$ cat src/rtl/serial_sub8_pkg.sv
// Shared constants for the bit-serial subtractor: controller state encoding and default width.
package serial_sub8_pkg;

  localparam int unsigned DEFAULT_WIDTH = 8;

  typedef enum logic [1:0] {
    S_IDLE = 2'd0,
    S_RUN  = 2'd1,
    S_DONE = 2'd2
  } state_e;

endpackage

$ cat src/rtl/serial_sub8_if.sv
// Start/busy/done handshake and operand/result bus of the serial subtractor.
interface serial_sub8_if #(
  parameter int unsigned WIDTH = serial_sub8_pkg::DEFAULT_WIDTH
) ();

  logic             start;
  logic [WIDTH-1:0] a;
  logic [WIDTH-1:0] b;
  logic             busy;
  logic             done;
  logic [WIDTH-1:0] d;
  logic             bout;
  logic             zero;

  modport master (
    output start, a, b,
    input  busy, done, d, bout, zero
  );

  modport slave (
    input  start, a, b,
    output busy, done, d, bout, zero
  );

endinterface

$ cat src/rtl/serial_sub8_sub1bit.sv
// One-bit full-subtractor cell; port order mirrors the ripple adder cell (borrow out first).
module sub1bit (
  output logic bo_o,
  output logic d_o,
  input  logic a_i,
  input  logic b_i,
  input  logic bin_i
);

  always_comb begin
    d_o  = a_i ^ b_i ^ bin_i;
    bo_o = (~a_i & b_i) | (~(a_i ^ b_i) & bin_i);
  end

endmodule

$ cat src/rtl/serial_sub8.sv
// Bit-serial WIDTH-bit subtractor, LSB first, one bit per clock with the borrow held in a flop.
module serial_sub8
  import serial_sub8_pkg::*;
#(
  parameter int unsigned WIDTH = DEFAULT_WIDTH
) (
  input logic          clk,
  input logic          rst,
  serial_sub8_if.slave bus
);

  localparam int unsigned   CntW    = (WIDTH > 1) ? $clog2(WIDTH) : 1;
  localparam logic [CntW-1:0] CntLast = CntW'(WIDTH - 1);

  state_e            state_q, state_d;
  logic [WIDTH-1:0]  a_q, a_d;
  logic [WIDTH-1:0]  b_q, b_d;
  logic [WIDTH-1:0]  r_q, r_d;
  logic              borrow_q, borrow_d;
  logic [CntW-1:0]   cnt_q, cnt_d;
  logic [WIDTH-1:0]  d_q, d_d;
  logic              bout_q, bout_d;
  logic              zero_q, zero_d;

  logic              cell_d;
  logic              cell_bo;
  logic [WIDTH-1:0]  r_next;

  sub1bit u_cell (
    .bo_o  (cell_bo),
    .d_o   (cell_d),
    .a_i   (a_q[0]),
    .b_i   (b_q[0]),
    .bin_i (borrow_q)
  );

  // New difference bit enters at the MSB so the LSB-first result lands in place after WIDTH shifts.
  assign r_next = {cell_d, r_q[WIDTH-1:1]};

  always_comb begin
    state_d  = state_q;
    a_d      = a_q;
    b_d      = b_q;
    r_d      = r_q;
    borrow_d = borrow_q;
    cnt_d    = cnt_q;
    d_d      = d_q;
    bout_d   = bout_q;
    zero_d   = zero_q;

    case (state_q)
      S_IDLE: begin
        if (bus.start) begin
          a_d      = bus.a;
          b_d      = bus.b;
          r_d      = '0;
          borrow_d = 1'b0;
          cnt_d    = '0;
          state_d  = S_RUN;
        end
      end
      S_RUN: begin
        r_d      = r_next;
        a_d      = a_q >> 1;
        b_d      = b_q >> 1;
        borrow_d = cell_bo;
        cnt_d    = cnt_q + CntW'(1);
        if (cnt_q == CntLast) begin
          d_d     = r_next;
          bout_d  = cell_bo;
          zero_d  = (r_next == '0);
          state_d = S_DONE;
        end
      end
      S_DONE:  state_d = S_IDLE;
      default: state_d = S_IDLE;
    endcase
  end

  always_ff @(posedge clk) begin
    if (rst) begin
      state_q  <= S_IDLE;
      a_q      <= '0;
      b_q      <= '0;
      r_q      <= '0;
      borrow_q <= 1'b0;
      cnt_q    <= '0;
      d_q      <= '0;
      bout_q   <= 1'b0;
      zero_q   <= 1'b0;
    end else begin
      state_q  <= state_d;
      a_q      <= a_d;
      b_q      <= b_d;
      r_q      <= r_d;
      borrow_q <= borrow_d;
      cnt_q    <= cnt_d;
      d_q      <= d_d;
      bout_q   <= bout_d;
      zero_q   <= zero_d;
    end
  end

  assign bus.busy = (state_q == S_RUN);
  assign bus.done = (state_q == S_DONE);
  assign bus.d    = d_q;
  assign bus.bout = bout_q;
  assign bus.zero = zero_q;

endmodule

$ cat src/flat_wrapper.sv
// flat-port wrapper written by rule: the top's interface ports become plain ports
module serial_sub8_flat import serial_sub8_pkg::*;
#(
  parameter int unsigned WIDTH = DEFAULT_WIDTH
)
  (clk, rst, bus_start, bus_a, bus_b, bus_busy, bus_done, bus_d, bus_bout, bus_zero);
  serial_sub8_if #(.WIDTH(WIDTH)) bus_i ();
  input logic clk;
  input logic rst;
  input wire logic [$bits(bus_i.start)-1:0] bus_start;
  input wire logic [$bits(bus_i.a)-1:0] bus_a;
  input wire logic [$bits(bus_i.b)-1:0] bus_b;
  output wire logic [$bits(bus_i.busy)-1:0] bus_busy;
  output wire logic [$bits(bus_i.done)-1:0] bus_done;
  output wire logic [$bits(bus_i.d)-1:0] bus_d;
  output wire logic [$bits(bus_i.bout)-1:0] bus_bout;
  output wire logic [$bits(bus_i.zero)-1:0] bus_zero;
  assign bus_i.start = bus_start;
  assign bus_i.a = bus_a;
  assign bus_i.b = bus_b;
  assign bus_busy = bus_i.busy;
  assign bus_done = bus_i.done;
  assign bus_d = bus_i.d;
  assign bus_bout = bus_i.bout;
  assign bus_zero = bus_i.zero;
  serial_sub8 #(.WIDTH(WIDTH)) u_core (.clk(clk), .rst(rst), .bus(bus_i));
endmodule
$ cat config.mk
export PLATFORM = sky130hd
export DESIGN_NAME = serial_sub8_flat
export DESIGN_NICKNAME = d
export VERILOG_FILES = /design/src/rtl/serial_sub8_pkg.sv /design/src/rtl/serial_sub8_if.sv /design/src/rtl/serial_sub8_sub1bit.sv /design/src/rtl/serial_sub8.sv /design/src/flat_wrapper.sv
export SDC_FILE = /design/constraint.sdc
export NUM_CORES = 1
export LEC_CHECK = 0
export ABC_AREA = 1
export CORE_ASPECT_RATIO = 0.75
export CORE_UTILIZATION = 54
export CTS_BUF_LIST = sky130_fd_sc_hd__clkbuf_8
export CTS_CLUSTER_SIZE = 30
export DETAILED_ROUTE_END_ITERATION = 10
export GPL_ROUTABILITY_DRIVEN = 0
export PLACE_DENSITY = 0.93
export SLEW_MARGIN = 20
export SYNTH_ARGS = -nofsm -noshare
export SYNTH_HDL_FRONTEND = slang
export SYNTH_SLANG_ARGS = --single-unit
$ cat constraint.sdc
create_clock -name clk -period 1.85 [get_ports clk]
set_clock_uncertainty 0.15 [all_clocks]
set_input_delay 0.2775 -clock clk [delete_from_list [all_inputs] [get_ports clk]]
set_output_delay 0.2775 -clock clk [all_outputs]
set_load 0.05 [all_outputs]
==> impl_metrics.py, run 1 <==
metrics = {
    "synthesis": {
        "post_synth_xor_area_fraction_pct": 0,
        "yosys.area_share.simple_pct": 30.4,
        "synth-warning-count": 0,
        "syn_nets": 266,
        "synth-compound-area-share_pct": 10.4,
        "seq_area_frac_synth_pct": 42.6,
        "number_of_instances_in_the_synthesized_netlist": 244,
        "post_synth_fa_ha_maj_area_fraction_pct": 2.46,
        "synth_top_family_by_area": "simple AND/OR/NAND/NOR gates",
        "postSynthRegisterBits": 39,
        "synth_area_mm2": 0.00183,
        "syn-mean-instance-area_um2": 7.52,
        "synthDistinctLibCells": 22,
        "synth.area.mux_share_pct": 0,
    },
    "critical_path": {
        "regToRegEndpoint": "u_core.bus.d[0]",
        "cp.arrival_ps": 1350,
        "critical_path_peak_fanout": 14,
        "worstPathRequired_ps": 1420,
        "cp_num_cells": 4,
        "critical_path.cell_chain": "inv_4 -> nand2_8 -> clkinvlp_4 -> buf_12",
        "critical_path_buffers_and_inverters": 3,
        "reg2reg_setup_slack_ps": 150,
        "worst_path_largest_cell_delay_ps": 420,
        "critical_path.top_delay_family": "buffers and inverters",
        "rr_worst_depth": 7,
        "criticalPathCategory": "reg2out",
        "crit_path_top_delay_cell": "sky130_fd_sc_hd__dfxtp_1",
        "type_of_element_launching_the_critical_path": "register",
        "worstReg2RegStart": "u_core.cnt_q[0]",
        "setup.worst_path.end_class": "primary output",
    },
    "global_route": {
        "antenna_found_initial": 0,
        "gr_layer_usage_met3_pct": 8.27,
        "maximum_number_of_pins_on_one_net_before_global_route_repair": 28,
        "via_count_of_the_first_global_routing_pass": 1529,
        "globalRouteTotalUtil_pct": 24.9,
        "gr-usage-met1_pct": 31.1,
        "use_met2_pct": 39.0,
        "grt_pass1_wl_mm": 6.89,
        "globalRoute.totalOverflow": 0,
        "grt.busiest_layer": "met2",
    },
    "layout": {
        "mostFrequentLayoutCell": "sky130_fd_sc_hd__nand3_1",
        "mostFrequentLayoutCells": "sky130_fd_sc_hd__nand3_1 (50), sky130_fd_sc_hd__dfxtp_1 (38), sky130_fd_sc_hd__nand2_1 (35)",
        "utilization_pct": 73.3,
        "num_antenna_cells": 0,
        "area_growth_pct": 23.2,
        "layout_cells_sized_above_1_pct": 15.8,
        "final_nets": 294,
    },
    "drt": {
        "drt-total-wl_mm": 4.19,
        "drcViolationCount": 0,
        "drt-initial-drc-count": 215,
        "avg_vias_per_cell": 5.61,
        "route.vias.total": 1746,
        "post_drt_wl_per_cell_um": 13.5,
        "detailedRoute.firstPassIterationCount": 4,
        "ant_nets": 0,
    },
    "die": {
        "die_h_um": 52.5,
        "fp.dieW_um": 69.3,
        "design.core.area_mm2": 0.00308,
        "dieArea_mm2": 0.00364,
        "floorplan.initialDensity_pct": 59.5,
        "floorplan.io_pins": 31,
        "num_rows": 17,
    },
    "clock_tree": {
        "worst_setup_hold_path_clk_slew_ps": 80,
        "post-cts-setup-buffers": 0,
        "total_clock_buffers_created_by_cts": 5,
        "htree_num_levels": 2,
        "clock_latency_ps": 300,
        "cts_hold_repair.buffers": 0,
        "clockBufferDepth": 2,
        "cts.sinks": 39,
        "root_buffer": "sky130_fd_sc_hd__clkbuf_8",
        "tritoncts": "built",
    },
    "placed_design": {
        "detailed_place_hpwl_mm": 2.72,
        "placement.io_buffers": 30,
    },
    "hold_path": {
        "min_path_type": "reg2reg",
        "hold_end": "u_core.cnt_q[0]",
        "hold-path-cell-count": 1,
        "hold_start": "u_core.cnt_q[0]",
    },
    "sta": {
        "relSlewSlack_pct": 74.2,
        "rsz0062_at_grt": "no",
        "maxClockFrequency_mhz": 562,
        "setup_total_negative_slack_ps": 0,
        "drv_slew": 0,
        "worst-slew-pin-transition_ps": 387,
        "hold_violations": 0,
        "final.period_utilization_pct": 96.2,
        "final_period_minus_worst_setup_slack_ps": 1780,
        "setup_viol": 0,
    },
    "job": {
        "max-cap-violations": 0,
    },
    "power_and_ir_drop": {
        "max-vdd-ir-drop_mv": 0.661,
        "power_density_over_cell_area_mw_per_mm2": 877,
        "power.leakage_uw": 0.00100,
    },
    "run_status": {
        "run_status": "finished, final reports clean",
    },
}
## metrics by stage
| step | power (µW) | cell area, µm² | hold slack [ps] | std cells | setup slack (ps) |
|---|---|---|---|---|---|
| floorplan | 1080 | 1830 | 270 | 244 | 150 |
| global placement | 1140 | 2110 | 299 | 303 | 169 |
| detailed placement | 1150 | 2110 | 302 | 303 | 121 |
| CTS | 1970 | 2250 | 331 | 311 | 50.1 |
| global route | 2050 | 2260 | 355 | 311 | 16.0 |
| finish | 1980 | 2260 | 334 | 311 | 70.6 |
## report_power, final
part	switching (µW)	internal [µW]	total, µW	leakage, µW
clock	302	534	836	0.0000695
sequential	26.3	872	898	0.000318
combinational	134	113	247	0.000617
## repair_timing
action / in CTS / in global routing
endpoints found under the setup margin: 1 / 1
gates resized for setup: 1 / 2
gates cloned: 0 / 0
## worst max path at each step
stage,startpoint,end,slack [ps]
4_1_cts,u_core.state_q[1],bus_busy,50
6_report,u_core.state_q[1],bus_busy,70
3_3_place_gp,bus_start,u_core.a_q[2],170
2_1_floorplan,u_core.state_q[1],bus_done,150
5_1_grt,u_core.state_q[1],bus_busy,20
3_5_place_dp,bus_start,u_core.a_q[0],120
## synth_stat cells
| library cell | count | area share, % |
|---|---|---|
| sky130_fd_sc_hd__ha_1 | 2 | 1.4 |
| sky130_fd_sc_hd__buf_6 | 3 | 1.8 |
| sky130_fd_sc_hd__nand2_1 | 35 | 7.2 |
| sky130_fd_sc_hd__dfxtp_1 | 39 | 43 |
| sky130_fd_sc_hd__nand2_4 | 2 | 1.2 |
| sky130_fd_sc_hd__buf_4 | 5 | 2.0 |
| sky130_fd_sc_hd__a21oi_1 | 24 | 6.5 |
| sky130_fd_sc_hd__nor2_2 | 1 | 0.34 |
| sky130_fd_sc_hd__clkbuf_1 | 2 | 0.41 |
| sky130_fd_sc_hd__inv_2 | 1 | 0.20 |
| sky130_fd_sc_hd__buf_2 | 4 | 1.1 |
| sky130_fd_sc_hd__and3_1 | 1 | 0.34 |
| sky130_fd_sc_hd__o21ai_0 | 9 | 2.5 |
| sky130_fd_sc_hd__fa_1 | 1 | 1.1 |
| sky130_fd_sc_hd__inv_4 | 1 | 0.34 |
| sky130_fd_sc_hd__nand3_2 | 6 | 3.3 |
| sky130_fd_sc_hd__nor2_1 | 20 | 4.1 |
| sky130_fd_sc_hd__inv_1 | 32 | 6.5 |
| sky130_fd_sc_hd__nand3_1 | 50 | 14 |
| sky130_fd_sc_hd__buf_8 | 2 | 1.6 |
| sky130_fd_sc_hd__nand2_2 | 1 | 0.34 |
| sky130_fd_sc_hd__a21oi_2 | 3 | 1.4 |
## kinds of logic (layout without fill, tap and decap cells)
kind of cell	Yosys count	after routing
buf+inv	50	79
compound gates	36	36
flops	39	39
simple gates	116	116
fa+ha+maj	3	3
## final cells by class
class                      instances  area [µm²]
tap                               38        47.5
fill                             211         825
sequential                        39         782
clock buffer                       5        68.8
timing repair buffer              37         360
clock inverter                     3        63.8
multi-input combinational        155         803
inverter                          34         134
## registers in the layout (all words and copies together), names as in the netlist
register	cells
u_core.a_q	8
u_core.b_q	8
u_core.bus.d	8
u_core.r_q	7
u_core.cnt_q	3
u_core.state_q	2
u_core.borrow_q	1
u_core.bus.bout	1
u_core.bus.zero	1
## per-layer routing
| metal | routed length (µm) | up-vias | share of wire, % |
|---|---|---|---|
| li1 | - | 843 | - |
| met5 | 0 | - | 0 |
| met3 | 401 | 16 | 9.6 |
| met2 | 1900 | 84 | 45 |
| met1 | 1770 | 803 | 42 |
| met4 | 116 | 0 | 2.8 |
No activity file was read; power rests on OpenSTA's default activity.
==> run 2: changes to the inputs <==
ABC_AREA = not set   (was 1)
CTS_CLUSTER_SIZE = 40   (was 30)
PLACE_DENSITY = 0.94   (was 0.93)
==> run 2 against run 1 <==
Compared with the run above:
- die area decreased by 4.4%
- worst setup slack improved by 78 ps
- worst hold slack got worse by 24 ps
- sequential share of layout area increased by 1.7 points
- flip-flop and latch count unchanged
==> impl_metrics.py, run 2 <==
metrics = {
    "sta": {
        "final_period_minus_worst_setup_slack_ps": 1700,
        "maxClockFrequency_mhz": 588,
        "worst-slew-pin-transition_ps": 304,
        "final.period_utilization_pct": 92.0,
        "hold_violations": 0,
        "relSlewSlack_pct": 79.6,
        "rsz0062_at_grt": "no",
        "setup_viol": 0,
        "drv_slew": 0,
        "setup_total_negative_slack_ps": 0,
    },
    "synthesis": {
        "syn-mean-instance-area_um2": 9.12,
        "synth.top_cells.by_area": "sky130_fd_sc_hd__dfxtp_1 (45%), sky130_fd_sc_hd__a211oi_2 (7.1%), sky130_fd_sc_hd__nand2_1 (6.4%)",
        "synth_area_leader_cell": "sky130_fd_sc_hd__dfxtp_1",
        "synthFlopType": "sky130_fd_sc_hd__dfxtp_1",
        "ys_async_sr_fraction_pct": 0,
        "yosys-top-cells-count": "sky130_fd_sc_hd__dfxtp_1 (39), sky130_fd_sc_hd__nand2_1 (30), sky130_fd_sc_hd__nor2_1 (29)",
        "syn_nets": 214,
        "synth-warning-count": 0,
        "synth_edf_count": 0,
        "synth_area_mm2": 0.00175,
        "number_of_instances_in_the_synthesized_netlist": 192,
        "area_fraction_of_the_dominant_cell_type_after_synthesis_pct": 44.6,
        "seq_area_frac_synth_pct": 44.6,
        "synthDistinctLibCells": 31,
        "synth_most_common_cell": "sky130_fd_sc_hd__dfxtp_1",
        "postSynthRegisterBits": 39,
    },
    "drt": {
        "route.vias.total": 1483,
        "drt-total-wl_mm": 3.72,
        "ant_nets": 0,
        "post_drt_wl_per_cell_um": 14.1,
        "drt-initial-drc-count": 92,
        "avg_vias_per_cell": 5.62,
        "detailedRoute.firstPassIterationCount": 4,
        "drcViolationCount": 0,
    },
    "run_status": {
        "run_status": "finished, final reports clean",
    },
    "critical_path": {
        "worstPathRequired_ps": 1420,
        "critical_path_peak_fanout": 22,
        "critical_path.top_delay_family": "flip-flops",
        "worst_path_largest_cell_delay_ps": 420,
        "cp.arrival_ps": 1270,
        "criticalPathCategory": "reg2out",
        "critical_path.cell_chain": "nand2b_1 -> inv_6 -> buf_12",
        "setup.worst_path.end_class": "primary output",
        "type_of_element_launching_the_critical_path": "register",
        "crit_path_top_delay_cell": "sky130_fd_sc_hd__dfxtp_1",
        "critical_path_buffers_and_inverters": 2,
    },
    "placed_design": {
        "detailed_place_hpwl_mm": 2.59,
        "placement.io_buffers": 30,
        "post_dp_cell_area_mm2": 0.00207,
    },
    "clock_tree": {
        "root_buffer": "sky130_fd_sc_hd__clkbuf_8",
        "cts.sinks": 39,
        "clockBufferDepth": 2,
        "post_cts_resized": 0,
        "clock_latency_ps": 300,
        "worst_setup_hold_path_clk_slew_ps": 80,
        "total_clock_buffers_created_by_cts": 5,
        "post-cts-setup-buffers": 0,
        "tritoncts": "built",
        "cts_hold_repair.buffers": 0,
        "htree_num_levels": 2,
    },
    "power_and_ir_drop": {
        "max-vdd-ir-drop_mv": 0.530,
        "power_density_over_cell_area_mw_per_mm2": 793,
        "power.leakage_uw": 0.000844,
        "total_power_uw": 1710,
    },
    "die": {
        "floorplan.initialDensity_pct": 58.0,
        "design.core.area_mm2": 0.00302,
        "num_rows": 17,
        "die_h_um": 51.3,
        "dieArea_mm2": 0.00348,
        "fp.dieW_um": 67.7,
        "floorplan.io_pins": 31,
    },
    "job": {
        "max-cap-violations": 0,
    },
    "global_route": {
        "antenna_found_initial": 0,
        "grt_pass1_wl_mm": 6.15,
        "maximum_number_of_pins_on_one_net_before_global_route_repair": 29,
        "via_count_of_the_first_global_routing_pass": 1417,
        "globalRoute.totalOverflow": 0,
        "globalRouteTotalUtil_pct": 24.8,
    },
    "layout": {
        "layout_cells_sized_above_1_pct": 24.3,
        "final_nets": 247,
        "mostFrequentLayoutCell": "sky130_fd_sc_hd__dfxtp_1",
        "num_antenna_cells": 0,
        "finish.instance_area_mm2": 0.00215,
        "multiInputGateArea_um2": 823,
        "area_growth_pct": 22.9,
        "sequential_cell_area_um2": 781,
        "mostFrequentLayoutCells": "sky130_fd_sc_hd__dfxtp_1 (39), sky130_fd_sc_hd__nand2_1 (30), sky130_fd_sc_hd__nor2_1 (29)",
        "fillerInstances": 223,
    },
    "hold_path": {
        "min_path_type": "reg2reg",
    },
}
[run 2: worst min-delay path, stage by stage, from the launching register on]
cell and delay (ps):
sky130_fd_sc_hd__dfxtp_1 320, sky130_fd_sc_hd__nand2_1 50, sky130_fd_sc_hd__a21oi_1 50
[run 2: through the flow]
stage	utilization, %	instances	setup slack [ps]	hold slack [ps]
finish	71.2	264	149	310
CTS	71.2	264	151	309
global route	71.2	264	59.3	322
detailed placement	68.5	256	70.6	299
floorplan	-	192	153	269
global placement	68.5	256	154	295
[run 2: cells by family after synthesis]
group                    count (synthesis)  synth area share, %
AND/OR/NAND/NOR                         70                 16.9
AO/OA/AOI/OAI                           59                 27.5
flip-flops                              39                 44.6
buffers and inverters                   21                 8.36
adder cells (fa/ha/maj)                  3                 2.57
[run 2: layout make-up]
type	instances	area share, %
Multi-Input combinational cell	132	38.3
Sequential cell	39	36.3
Timing Repair Buffer	41	18.2
Clock buffer	5	3.20
Tap cell	38	2.21
Inverter	6	1.28
Clock inverter	3	0.582
[run 2: metal layers]
layer / routed length [µm] / global-route usage [%]
met1: 1720 / 30.2
met2: 1750 / 39.1
met3: 174 / 6.70
met4: 69 / 13.8
met5: 0 / 0
[run 2: power by group]
part	switching, µW	internal (µW)	leakage [µW]
Combinational	132	123	0.000474
Sequential	28.2	876	0.000319
Clock	294	253	0.0000505
[run 2: worst paths after layout]
check | slack (ps) | depth (start not counted) | startpoint | endpoint
worst max register to register | 200 | 5 | u_core.b_q[0] | u_core.bus.zero
worst min-delay path | 310 | 2 | u_core.bus.d[7] | u_core.bus.d[7]
worst max-delay path | 150 | 3 | u_core.state_q[0] | bus_busy
worst min register to register | 310 | 2 | u_core.bus.d[7] | u_core.bus.d[7]
